===== src/rtl/vector_op_sequencer_if.sv =====
// Issue-stage and memory-port signals of the vector op sequencer.
// The sequencer uses the slave modport; the issue stage / memory side uses master.
interface vector_op_sequencer_if #(
    parameter int unsigned LANES  = 4,
    parameter int unsigned ADDR_W = 16
);
    localparam int unsigned LW = (LANES > 1) ? $clog2(LANES) : 1;

    logic              op_valid;
    logic              op_ready;
    logic [4:0]        op_code;
    logic [3:0]        op_vd;
    logic [3:0]        op_va;
    logic [3:0]        op_vb;
    logic [ADDR_W-1:0] op_base;
    logic [1:0]        alu_sel;
    logic              lane_en;
    logic [LW-1:0]     lane_idx;
    logic [3:0]        vreg_raddr_a;
    logic [3:0]        vreg_raddr_b;
    logic [3:0]        vreg_waddr;
    logic              vreg_we;
    logic              mem_req;
    logic              mem_we;
    logic [ADDR_W-1:0] mem_addr;
    logic              mem_ack;
    logic              busy;
    logic              done;
    logic              err;

    modport slave (
        input  op_valid, op_code, op_vd, op_va, op_vb, op_base, mem_ack,
        output op_ready, alu_sel, lane_en, lane_idx, vreg_raddr_a, vreg_raddr_b,
               vreg_waddr, vreg_we, mem_req, mem_we, mem_addr, busy, done, err
    );

    modport master (
        output op_valid, op_code, op_vd, op_va, op_vb, op_base, mem_ack,
        input  op_ready, alu_sel, lane_en, lane_idx, vreg_raddr_a, vreg_raddr_b,
               vreg_waddr, vreg_we, mem_req, mem_we, mem_addr, busy, done, err
    );
endinterface


===== src/rtl/vector_op_sequencer.sv =====
// Multi-cycle sequencer: steps one vector instruction lane by lane through the
// shared lane ALU or the single-word memory port, holding off issue until done.
module vector_op_sequencer #(
    parameter int unsigned LANES  = 4,
    parameter int unsigned ADDR_W = 16
) (
    input logic                   clk,
    input logic                   rst,
    vector_op_sequencer_if.slave  bus
);
    localparam int unsigned LW = (LANES > 1) ? $clog2(LANES) : 1;
    localparam logic [LW-1:0] LastLane = LW'(LANES - 1);

    typedef enum logic [2:0] {StIdle, StAlu, StMem, StDone, StErr} state_e;

    state_e            state;
    logic [LW-1:0]     cnt;
    logic              is_store;
    logic [1:0]        alu_sel_q;
    logic [3:0]        ra_q;
    logic [3:0]        rb_q;
    logic [3:0]        wa_q;
    logic [ADDR_W-1:0] base_q;

    // Sequencer FSM: instruction latch, lane counter and state.
    always_ff @(posedge clk or posedge rst) begin
        if (rst) begin
            state     <= StIdle;
            cnt       <= '0;
            is_store  <= 1'b0;
            alu_sel_q <= 2'b00;
            ra_q      <= '0;
            rb_q      <= '0;
            wa_q      <= '0;
            base_q    <= '0;
        end else begin
            unique case (state)
                StIdle: begin
                    if (bus.op_valid) begin
                        cnt    <= '0;
                        ra_q   <= bus.op_va;
                        rb_q   <= bus.op_vb;
                        wa_q   <= bus.op_vd;
                        base_q <= bus.op_base;
                        case (bus.op_code)
                            5'b10000: begin state <= StAlu; alu_sel_q <= 2'b00; end
                            5'b10001: begin state <= StAlu; alu_sel_q <= 2'b01; end
                            5'b10010: begin state <= StAlu; alu_sel_q <= 2'b10; end
                            5'b10100: begin
                                state     <= StMem;
                                alu_sel_q <= 2'b11;
                                is_store  <= 1'b0;
                            end
                            5'b10101: begin
                                state     <= StMem;
                                alu_sel_q <= 2'b11;
                                is_store  <= 1'b1;
                            end
                            default:  state <= StErr;
                        endcase
                    end
                end
                StAlu: begin
                    cnt <= cnt + 1'b1;
                    if (cnt == LastLane) state <= StDone;
                end
                StMem: begin
                    // Lane and address stay put until the memory acknowledges.
                    if (bus.mem_ack) begin
                        cnt <= cnt + 1'b1;
                        if (cnt == LastLane) state <= StDone;
                    end
                end
                StDone:  state <= StIdle;
                StErr:   state <= StIdle;
                default: state <= StIdle;
            endcase
        end
    end

    // Strobes decoded from state; load write-enable follows ack combinationally.
    always_comb begin
        bus.op_ready     = (state == StIdle);
        bus.busy         = (state != StIdle);
        bus.done         = (state == StDone);
        bus.err          = (state == StErr);
        bus.lane_en      = (state == StAlu);
        bus.mem_req      = (state == StMem);
        bus.mem_we       = (state == StMem) && is_store;
        bus.vreg_we      = (state == StAlu) || ((state == StMem) && !is_store && bus.mem_ack);
        bus.lane_idx     = cnt;
        bus.mem_addr     = base_q + ADDR_W'(cnt);
        bus.alu_sel      = alu_sel_q;
        bus.vreg_raddr_a = ra_q;
        bus.vreg_raddr_b = rb_q;
        bus.vreg_waddr   = wa_q;
    end
endmodule


===== src/flat_wrapper.sv =====
// flat-port wrapper written by rule: the top's interface ports become plain ports
module vector_op_sequencer_flat 
#(
    parameter int unsigned LANES  = 4,
    parameter int unsigned ADDR_W = 16
)
  (clk, rst, bus_op_valid, bus_op_code, bus_op_vd, bus_op_va, bus_op_vb, bus_op_base, bus_mem_ack, bus_op_ready, bus_alu_sel, bus_lane_en, bus_lane_idx, bus_vreg_raddr_a, bus_vreg_raddr_b, bus_vreg_waddr, bus_vreg_we, bus_mem_req, bus_mem_we, bus_mem_addr, bus_busy, bus_done, bus_err);
  vector_op_sequencer_if #(.LANES(LANES), .ADDR_W(ADDR_W)) bus_i ();
  input logic clk;
  input logic rst;
  input wire logic [$bits(bus_i.op_valid)-1:0] bus_op_valid;
  input wire logic [$bits(bus_i.op_code)-1:0] bus_op_code;
  input wire logic [$bits(bus_i.op_vd)-1:0] bus_op_vd;
  input wire logic [$bits(bus_i.op_va)-1:0] bus_op_va;
  input wire logic [$bits(bus_i.op_vb)-1:0] bus_op_vb;
  input wire logic [$bits(bus_i.op_base)-1:0] bus_op_base;
  input wire logic [$bits(bus_i.mem_ack)-1:0] bus_mem_ack;
  output wire logic [$bits(bus_i.op_ready)-1:0] bus_op_ready;
  output wire logic [$bits(bus_i.alu_sel)-1:0] bus_alu_sel;
  output wire logic [$bits(bus_i.lane_en)-1:0] bus_lane_en;
  output wire logic [$bits(bus_i.lane_idx)-1:0] bus_lane_idx;
  output wire logic [$bits(bus_i.vreg_raddr_a)-1:0] bus_vreg_raddr_a;
  output wire logic [$bits(bus_i.vreg_raddr_b)-1:0] bus_vreg_raddr_b;
  output wire logic [$bits(bus_i.vreg_waddr)-1:0] bus_vreg_waddr;
  output wire logic [$bits(bus_i.vreg_we)-1:0] bus_vreg_we;
  output wire logic [$bits(bus_i.mem_req)-1:0] bus_mem_req;
  output wire logic [$bits(bus_i.mem_we)-1:0] bus_mem_we;
  output wire logic [$bits(bus_i.mem_addr)-1:0] bus_mem_addr;
  output wire logic [$bits(bus_i.busy)-1:0] bus_busy;
  output wire logic [$bits(bus_i.done)-1:0] bus_done;
  output wire logic [$bits(bus_i.err)-1:0] bus_err;
  assign bus_i.op_valid = bus_op_valid;
  assign bus_i.op_code = bus_op_code;
  assign bus_i.op_vd = bus_op_vd;
  assign bus_i.op_va = bus_op_va;
  assign bus_i.op_vb = bus_op_vb;
  assign bus_i.op_base = bus_op_base;
  assign bus_i.mem_ack = bus_mem_ack;
  assign bus_op_ready = bus_i.op_ready;
  assign bus_alu_sel = bus_i.alu_sel;
  assign bus_lane_en = bus_i.lane_en;
  assign bus_lane_idx = bus_i.lane_idx;
  assign bus_vreg_raddr_a = bus_i.vreg_raddr_a;
  assign bus_vreg_raddr_b = bus_i.vreg_raddr_b;
  assign bus_vreg_waddr = bus_i.vreg_waddr;
  assign bus_vreg_we = bus_i.vreg_we;
  assign bus_mem_req = bus_i.mem_req;
  assign bus_mem_we = bus_i.mem_we;
  assign bus_mem_addr = bus_i.mem_addr;
  assign bus_busy = bus_i.busy;
  assign bus_done = bus_i.done;
  assign bus_err = bus_i.err;
  vector_op_sequencer #(.LANES(LANES), .ADDR_W(ADDR_W)) u_core (.clk(clk), .rst(rst), .bus(bus_i));
endmodule

===== config.mk =====
export PLATFORM = sky130hd
export DESIGN_NAME = vector_op_sequencer_flat
export DESIGN_NICKNAME = d
export VERILOG_FILES = /design/src/rtl/vector_op_sequencer_if.sv /design/src/rtl/vector_op_sequencer.sv /design/src/flat_wrapper.sv
export SDC_FILE = /design/constraint.sdc
export NUM_CORES = 1
export LEC_CHECK = 0
export CAP_MARGIN = 10
export CORE_UTILIZATION = 33
export CTS_CLUSTER_DIAMETER = 80
export CTS_CLUSTER_SIZE = 20
export DETAILED_ROUTE_END_ITERATION = 16
export PLACE_DENSITY = 0.67
export REMOVE_ABC_BUFFERS = 1
export SLEW_MARGIN = 40
export SYNTH_ARGS = -nofsm -noshare
export SYNTH_HDL_FRONTEND = slang
export SYNTH_SLANG_ARGS = --single-unit
export TNS_END_PERCENT = 10

===== constraint.sdc =====
create_clock -name clk -period 2.45 [get_ports clk]
set_input_delay 0.3675 -clock clk [delete_from_list [all_inputs] [get_ports clk]]
set_output_delay 0.3675 -clock clk [all_outputs]
set_load 0.01 [all_outputs]

==> flow_metrics.env <==
export IMPL_reg2reg_slack_ps=680
export IMPL_startpoint_type="register"
export IMPL_fp_dieH_um=79.8
export IMPL_grt_max_degree=37
export IMPL_cts_clk_slew_worst_paths_ps=80
export IMPL_tightest_slew_ps=470
export IMPL_netlist_instances=166
export IMPL_powerDensity_mw_per_mm2=1270
export IMPL_dpl_hpwl_um=3190
export IMPL_async_flop_share_pct=100
export IMPL_cts_buffers=5
export IMPL_cts_root_buf="clkbuf_8"
export IMPL_path_cells="ha_2 -> inv_1 -> fa_1 -> and2b_2 -> nand2_1 -> nor3_2 -> xor2_1 -> clkdlybuf4s15_1"
export IMPL_fillers=529
export IMPL_stdcell_area_mm2=0.00304
export IMPL_path_class="reg2out"
export IMPL_worst_path_buf_inv=2
export IMPL_grt_use_total_pct=14.2
export IMPL_clkPwrFrac_pct=18.7
export IMPL_ys_warn_count=0
export IMPL_antenna_cells=0
export IMPL_drt_wl_total_um=4170
export IMPL_ys_ff_latch=36
export IMPL_pwr_share_seq_pct=31.0
export IMPL_numClockSinks=36
export IMPL_core_mm2=0.00568
export IMPL_fmax_ghz=0.395
export IMPL_cts_max_level=2
export IMPL_synth_edf_count=0
export IMPL_r2r_cells=3
export IMPL_clk_insertion_delay_late_ps=290
export IMPL_critical_path_max_stage_delay_ps=380
export IMPL_final_common_cell="clkdlybuf4s50_1"
export IMPL_cts_post_setup_buffers_inserted=0
export IMPL_clk_path_buf_depth=2
export IMPL_path_depth=8
export IMPL_path_max_fanout=4
export IMPL_grt_busiest_layer="met2"
export IMPL_syn_area_mm2=0.00200
export IMPL_num_vias=1496
export IMPL_met3_usage_pct=3.77
export IMPL_regToRegEndpoint="u_core.base_q[6]$_DFFE_PP0P_"
export IMPL_holdWs_ps=481
export IMPL_tns_ps=-155
export IMPL_finalClockSkew_ps=7.06
export IMPL_grt_pass1_wl_um=6890
export IMPL_dp_cells=317
export IMPL_ys_flop_type="dfrtp_1"
export IMPL_seq_area_frac_synth_pct=45.1
export IMPL_drc=0
export IMPL_ir_drop_mv=0.610
export IMPL_outcome="finished, violations left"
export IMPL_final_cell_mix="clkdlybuf4s50_1, dfrtp_1, mux2_4"
export IMPL_post_route_util_pct=53.5
export IMPL_rsz0062_at_grt="yes"
export IMPL_dpl_worst_slack_ps=-128
export IMPL_die_w_um=79.8
export IMPL_routedWlPerCell_um=12.8
export IMPL_initial_core_util_pct=35.2
export IMPL_ctsHoldBuffers=0
export IMPL_critPathArrivalTime_ps=2160
export IMPL_slew_headroom_pct=68.6
export IMPL_antenna_left=0
export IMPL_worstSetupStartpoint="u_core.base_q[0]$_DFFE_PP0P_"
export IMPL_stdcell_count=325
export IMPL_worstReg2RegStart="u_core.state[2]$_DFFE_PP0P_"
export IMPL_final_nets=293
export IMPL_antenna_found_initial=0
export IMPL_postPlaceCellArea_mm2=0.00286
export IMPL_vias_per_cell=4.60
export IMPL_num_rows=27
export IMPL_drtPass1Iterations=4
export IMPL_synth_avg_cell_area_um2=12.0
export IMPL_cp_top_family="adder cells"
export IMPL_violations="setup timing"
export IMPL_grt_use_met2_pct=22.1
export IMPL_worst_ep_required_time_ps=2080
export IMPL_ys_types=41
export IMPL_grt_remaining_overflow=0
export IMPL_place_congestion=0.756
export IMPL_p_switching_mw=1.28
export IMPL_intPower_mw=2.59
export IMPL_fin_crit_sh_pct=103
export IMPL_maxSlewViolCount=0
export IMPL_endpoint="bus_mem_addr[12]"
export IMPL_design_die_area_mm2=0.00637
export IMPL_period_needed_ps=2530
export IMPL_drive_above_1_share_pct=22.9
export IMPL_layout_area_overhead_vs_synth_pct=52.1
export IMPL_io_buffers=76
export IMPL_finalHoldViolations=0
export IMPL_power_total_mw=3.87
export IMPL_hold_class="in2async"
export IMPL_grt_pass1_vias=1502
export IMPL_p_sw_share_pct=33.1
export IMPL_setup_ws_ps=-79.7
export IMPL_p_leak_nw=1.34
export IMPL_cts_tree="built"
export IMPL_drtIter0Drc=30
export IMPL_crit_slowest_cell="fa_1"
export IMPL_cp_end_kind="output pin"
export IMPL_maxCapViolations=0
export IMPL_met1_usage_pct=18.7
export IMPL_pwr_share_comb_pct=50.2
export IMPL_setup_viol=2
export IMPL_ios=77
==> cells by family after synthesis <==
family | after synthesis | synth area share (%)
AO/OA/AOI/OAI | 21 | 7.71
flip-flops | 36 | 45.1
multiplexers | 28 | 19.5
XOR/XNOR | 15 | 6.58
AND/OR/NAND/NOR | 47 | 13.8
adder cells (fa/ha/maj) | 4 | 2.88
buffers and inverters | 15 | 4.39
==> routing by layer <==
layer  vias to the layer above  part of all wire (%)
met5                         -                     0
met3                         7                   6.8
met4                         0                   1.2
met1                       691                    45
met2                        48                    47
li1                        750                     -
==> power groups by stage <==
stage,logic [mW],clock network (mW),registers [mW]
floorplan,1.04,0,1.21
global placement,2.02,0,1.19
detailed placement,2.04,0,1.20
finish,1.94,0.725,1.20
CTS,1.98,0.744,1.20
global route,2.11,0.774,1.25
==> sequential cells by signal, summed over array words and instances (netlist names) <==
| register | count |
|---|---|
| u_core.base_q | 16 |
| u_core.bus.alu_sel | 2 |
| u_core.bus.lane_idx | 2 |
| u_core.bus.vreg_raddr_a | 4 |
| u_core.bus.vreg_raddr_b | 4 |
| u_core.bus.vreg_waddr | 4 |
| u_core.is_store | 1 |
| u_core.state | 3 |
==> tightest hold or removal path, stage by stage <==
cell	delay, ps
clkdlybuf4s50_1	390
inv_1	50
buf_4	390
==> area by class of cell <==
type	instances	area (um2)	area share, %
Multi-Input combinational cell	115	1050	34.4
Sequential cell	36	901	29.7
Timing Repair Buffer	85	808	26.6
Clock inverter	3	90.1	2.97
Tap cell	72	90.1	2.97
Clock buffer	5	68.8	2.27
Inverter	9	33.8	1.11
==> what timing repair did <==
action	CTS	global route
setup endpoints to repair	14	10
pin swaps	1	0
resized for setup	29	9
==> Yosys cell counts (2+ instances only) <==
library cell,number,share of area [%]
a211oi_1,2,0.75
a21o_1,5,1.9
a21oi_1,4,1.0
buf_4,2,0.75
buf_6,3,1.7
dfrtp_1,36,45
ha_1,3,1.9
inv_1,9,1.7
mux2_1,8,4.5
mux2_4,20,15
nand2_1,10,1.9
nand2b_1,3,0.94
nand3_1,2,0.50
nand4_1,3,0.94
nor2_1,10,1.9
nor2b_1,2,0.63
nor3_1,5,1.3
o21ai_0,3,0.75
xnor2_1,8,3.5
xor2_1,7,3.1
==> how the worst min path moves through the flow <==
stage / to / slack, ps / depth (start not counted)
3_3_place_gp: u_core.is_store$_DFFE_PP0P_ / 480 / 1
3_5_place_dp: u_core.is_store$_DFFE_PP0P_ / 480 / 1
4_1_cts: u_core.bus.vreg_waddr[2]$_DFFE_PP0P_ / 500 / 3
2_1_floorplan: u_core.is_store$_DFFE_PP0P_ / 460 / 1
6_report: u_core.base_q[11]$_DFFE_PP0P_ / 480 / 3
5_1_grt: u_core.bus.alu_sel[0]$_DFFE_PP0P_ / 520 / 1
No activity file was read; power rests on OpenSTA's default activity.
==> edit, RTL diff (same settings) <==
`ADDR_W` is set to 16 in 3 places; all go to 15.
--- a/src/rtl/vector_op_sequencer_if.sv
+++ b/src/rtl/vector_op_sequencer_if.sv
@@ -2,7 +2,7 @@
 // The sequencer uses the slave modport; the issue stage / memory side uses master.
 interface vector_op_sequencer_if #(
     parameter int unsigned LANES  = 4,
-    parameter int unsigned ADDR_W = 16
+    parameter int unsigned ADDR_W = 15
 );
     localparam int unsigned LW = (LANES > 1) ? $clog2(LANES) : 1;
 
--- a/src/rtl/vector_op_sequencer.sv
+++ b/src/rtl/vector_op_sequencer.sv
@@ -2,7 +2,7 @@
 // shared lane ALU or the single-word memory port, holding off issue until done.
 module vector_op_sequencer #(
     parameter int unsigned LANES  = 4,
-    parameter int unsigned ADDR_W = 16
+    parameter int unsigned ADDR_W = 15
 ) (
     input logic                   clk,
     input logic                   rst,
--- a/src/flat_wrapper.sv
+++ b/src/flat_wrapper.sv
@@ -2,7 +2,7 @@
 module vector_op_sequencer_flat 
 #(
     parameter int unsigned LANES  = 4,
-    parameter int unsigned ADDR_W = 16
+    parameter int unsigned ADDR_W = 15
 )
   (clk, rst, bus_op_valid, bus_op_code, bus_op_vd, bus_op_va, bus_op_vb, bus_op_base, bus_mem_ack, bus_op_ready, bus_alu_sel, bus_lane_en, bus_lane_idx, bus_vreg_raddr_a, bus_vreg_raddr_b, bus_vreg_waddr, bus_vreg_we, bus_mem_req, bus_mem_we, bus_mem_addr, bus_busy, bus_done, bus_err);
   vector_op_sequencer_if #(.LANES(LANES), .ADDR_W(ADDR_W)) bus_i ();
Ports: changed (resized bus_mem_addr and bus_op_base); port bits go from 77 to 75. The function was not compared with the original's and may differ.
==> edit against the unedited design <==
  * The flow still finishes with violations (setup timing)
  * Largest power group unchanged
  * Sequential cell count is 1 lower
  * Design area shrank 9.1%
  * Register-to-register slack better by 160 ps
  * Wire length decreased by 4.0%
  * Worst setup slack gained 78 ps
  * Core utilization shrank 0.78 points
  * Synthesized area decreased by 8.4%
  * Highest routed layer unchanged
  * Clock power down 37%
  * Global-route usage is 0.57 points higher
  * Count of clock-buffer cells in the layout up 3
  * Hold slack hardly changed
  * Total power fell by 36%
==> edit: results (changes against the unedited design) <==
{
  "run_status": {"value": "finished, violations left"},
  "failed_checks": {"value": "setup timing"},
  "r2r_end": {"value": "u_core.bus.vreg_raddr_a[3]"},
  "finalHoldWorstSlack": {"value": 480, "unit": "ps", "change": "-0.294 ps"},
  "grt_pass1_wl": {"value": 6840, "unit": "um", "change": "-0.61%"},
  "dpl_cell_area": {"value": 0.00265, "unit": "mm2", "change": "-7.4%"},
  "final-setup-viol-count": {"value": 1, "change": "-1"},
  "critPathCapture": {"value": "bus_mem_addr[9]"},
  "netlist-cell-type-count": {"value": 38, "change": "-7.3%"},
  "timing.critical_path.fanout_max": {"value": 5, "change": "+1"},
  "average_wire_per_standard_cell": {"value": 13.4, "unit": "um", "change": "+4.3%"},
  "sequential_cell_area": {"value": 877, "unit": "um2", "change": "-2.6%"},
  "final.setup.worst_slack": {"value": -2.15, "unit": "ps", "change": "+77.6 ps"},
  "static-leakage-power": {"value": 1.15, "unit": "nW", "change": "-14%"},
  "power_sequential": {"value": 931, "unit": "uW", "change": "-22%"},
  "netlist_top_cells_area": {"value": "sky130_fd_sc_hd__dfrtp_1, sky130_fd_sc_hd__mux2_2, sky130_fd_sc_hd__xnor2_1"},
  "final_layout_size_suffix_gt1_share": {"value": 20.5, "unit": "%", "change": "-2.4 points"},
  "use_met3": {"value": 4.19, "unit": "%", "change": "+0.42 points"},
  "worst_path_max_delay_cell": {"value": "sky130_fd_sc_hd__clkdlybuf4s50_1"},
  "place_hpwl": {"value": 2880, "unit": "um", "change": "-9.5%"},
  "io_buffer_count": {"value": 74, "change": "-2.6%"},
  "finalNetCount": {"value": 268, "change": "-8.5%"},
  "met1_usage": {"value": 19.3, "unit": "%", "change": "+0.55 points"},
  "crit_start": {"value": "u_core.bus.lane_idx[1]"},
  "synth_commonest_cells": {"value": "sky130_fd_sc_hd__dfrtp_1, sky130_fd_sc_hd__mux2_2, sky130_fd_sc_hd__xnor2_1, sky130_fd_sc_hd__nand4_1, sky130_fd_sc_hd__nand3_1"},
  "skew": {"value": 3.29, "unit": "ps", "change": "-3.77 ps"},
  "wl_met2": {"value": 1850, "unit": "um", "change": "-4.8%"}
}
[edit: cell count changes in the layout (fill, tap and decap cells not counted), moves of 4 or more]
cell                      unedited run  this run
sky130_fd_sc_hd__nand2_1            10         4
sky130_fd_sc_hd__mux2_4             20         0
sky130_fd_sc_hd__mux2_2              0        28
sky130_fd_sc_hd__inv_1               9         4
sky130_fd_sc_hd__nor2_1             10         4
sky130_fd_sc_hd__a21o_1              5         1
sky130_fd_sc_hd__mux2_1              8         1
sky130_fd_sc_hd__buf_4               9         5
[edit: layout make-up]
cell class                 count  area share (%)
multi-input combinational    102            32.0
tap                           70            3.17
inverter                       4           0.543
timing repair buffer          80            28.9
sequential                    35            31.7
clock buffer                   8            3.62
[edit: timing repair]
| action | in CTS | in global routing |
|---|---|---|
| resized for setup | 9 | 6 |
| hold buffers | 0 | 0 |
| pin swaps | 1 | 2 |
| endpoints found under the setup margin | 12 | 10 |
| cloned | 0 | 0 |
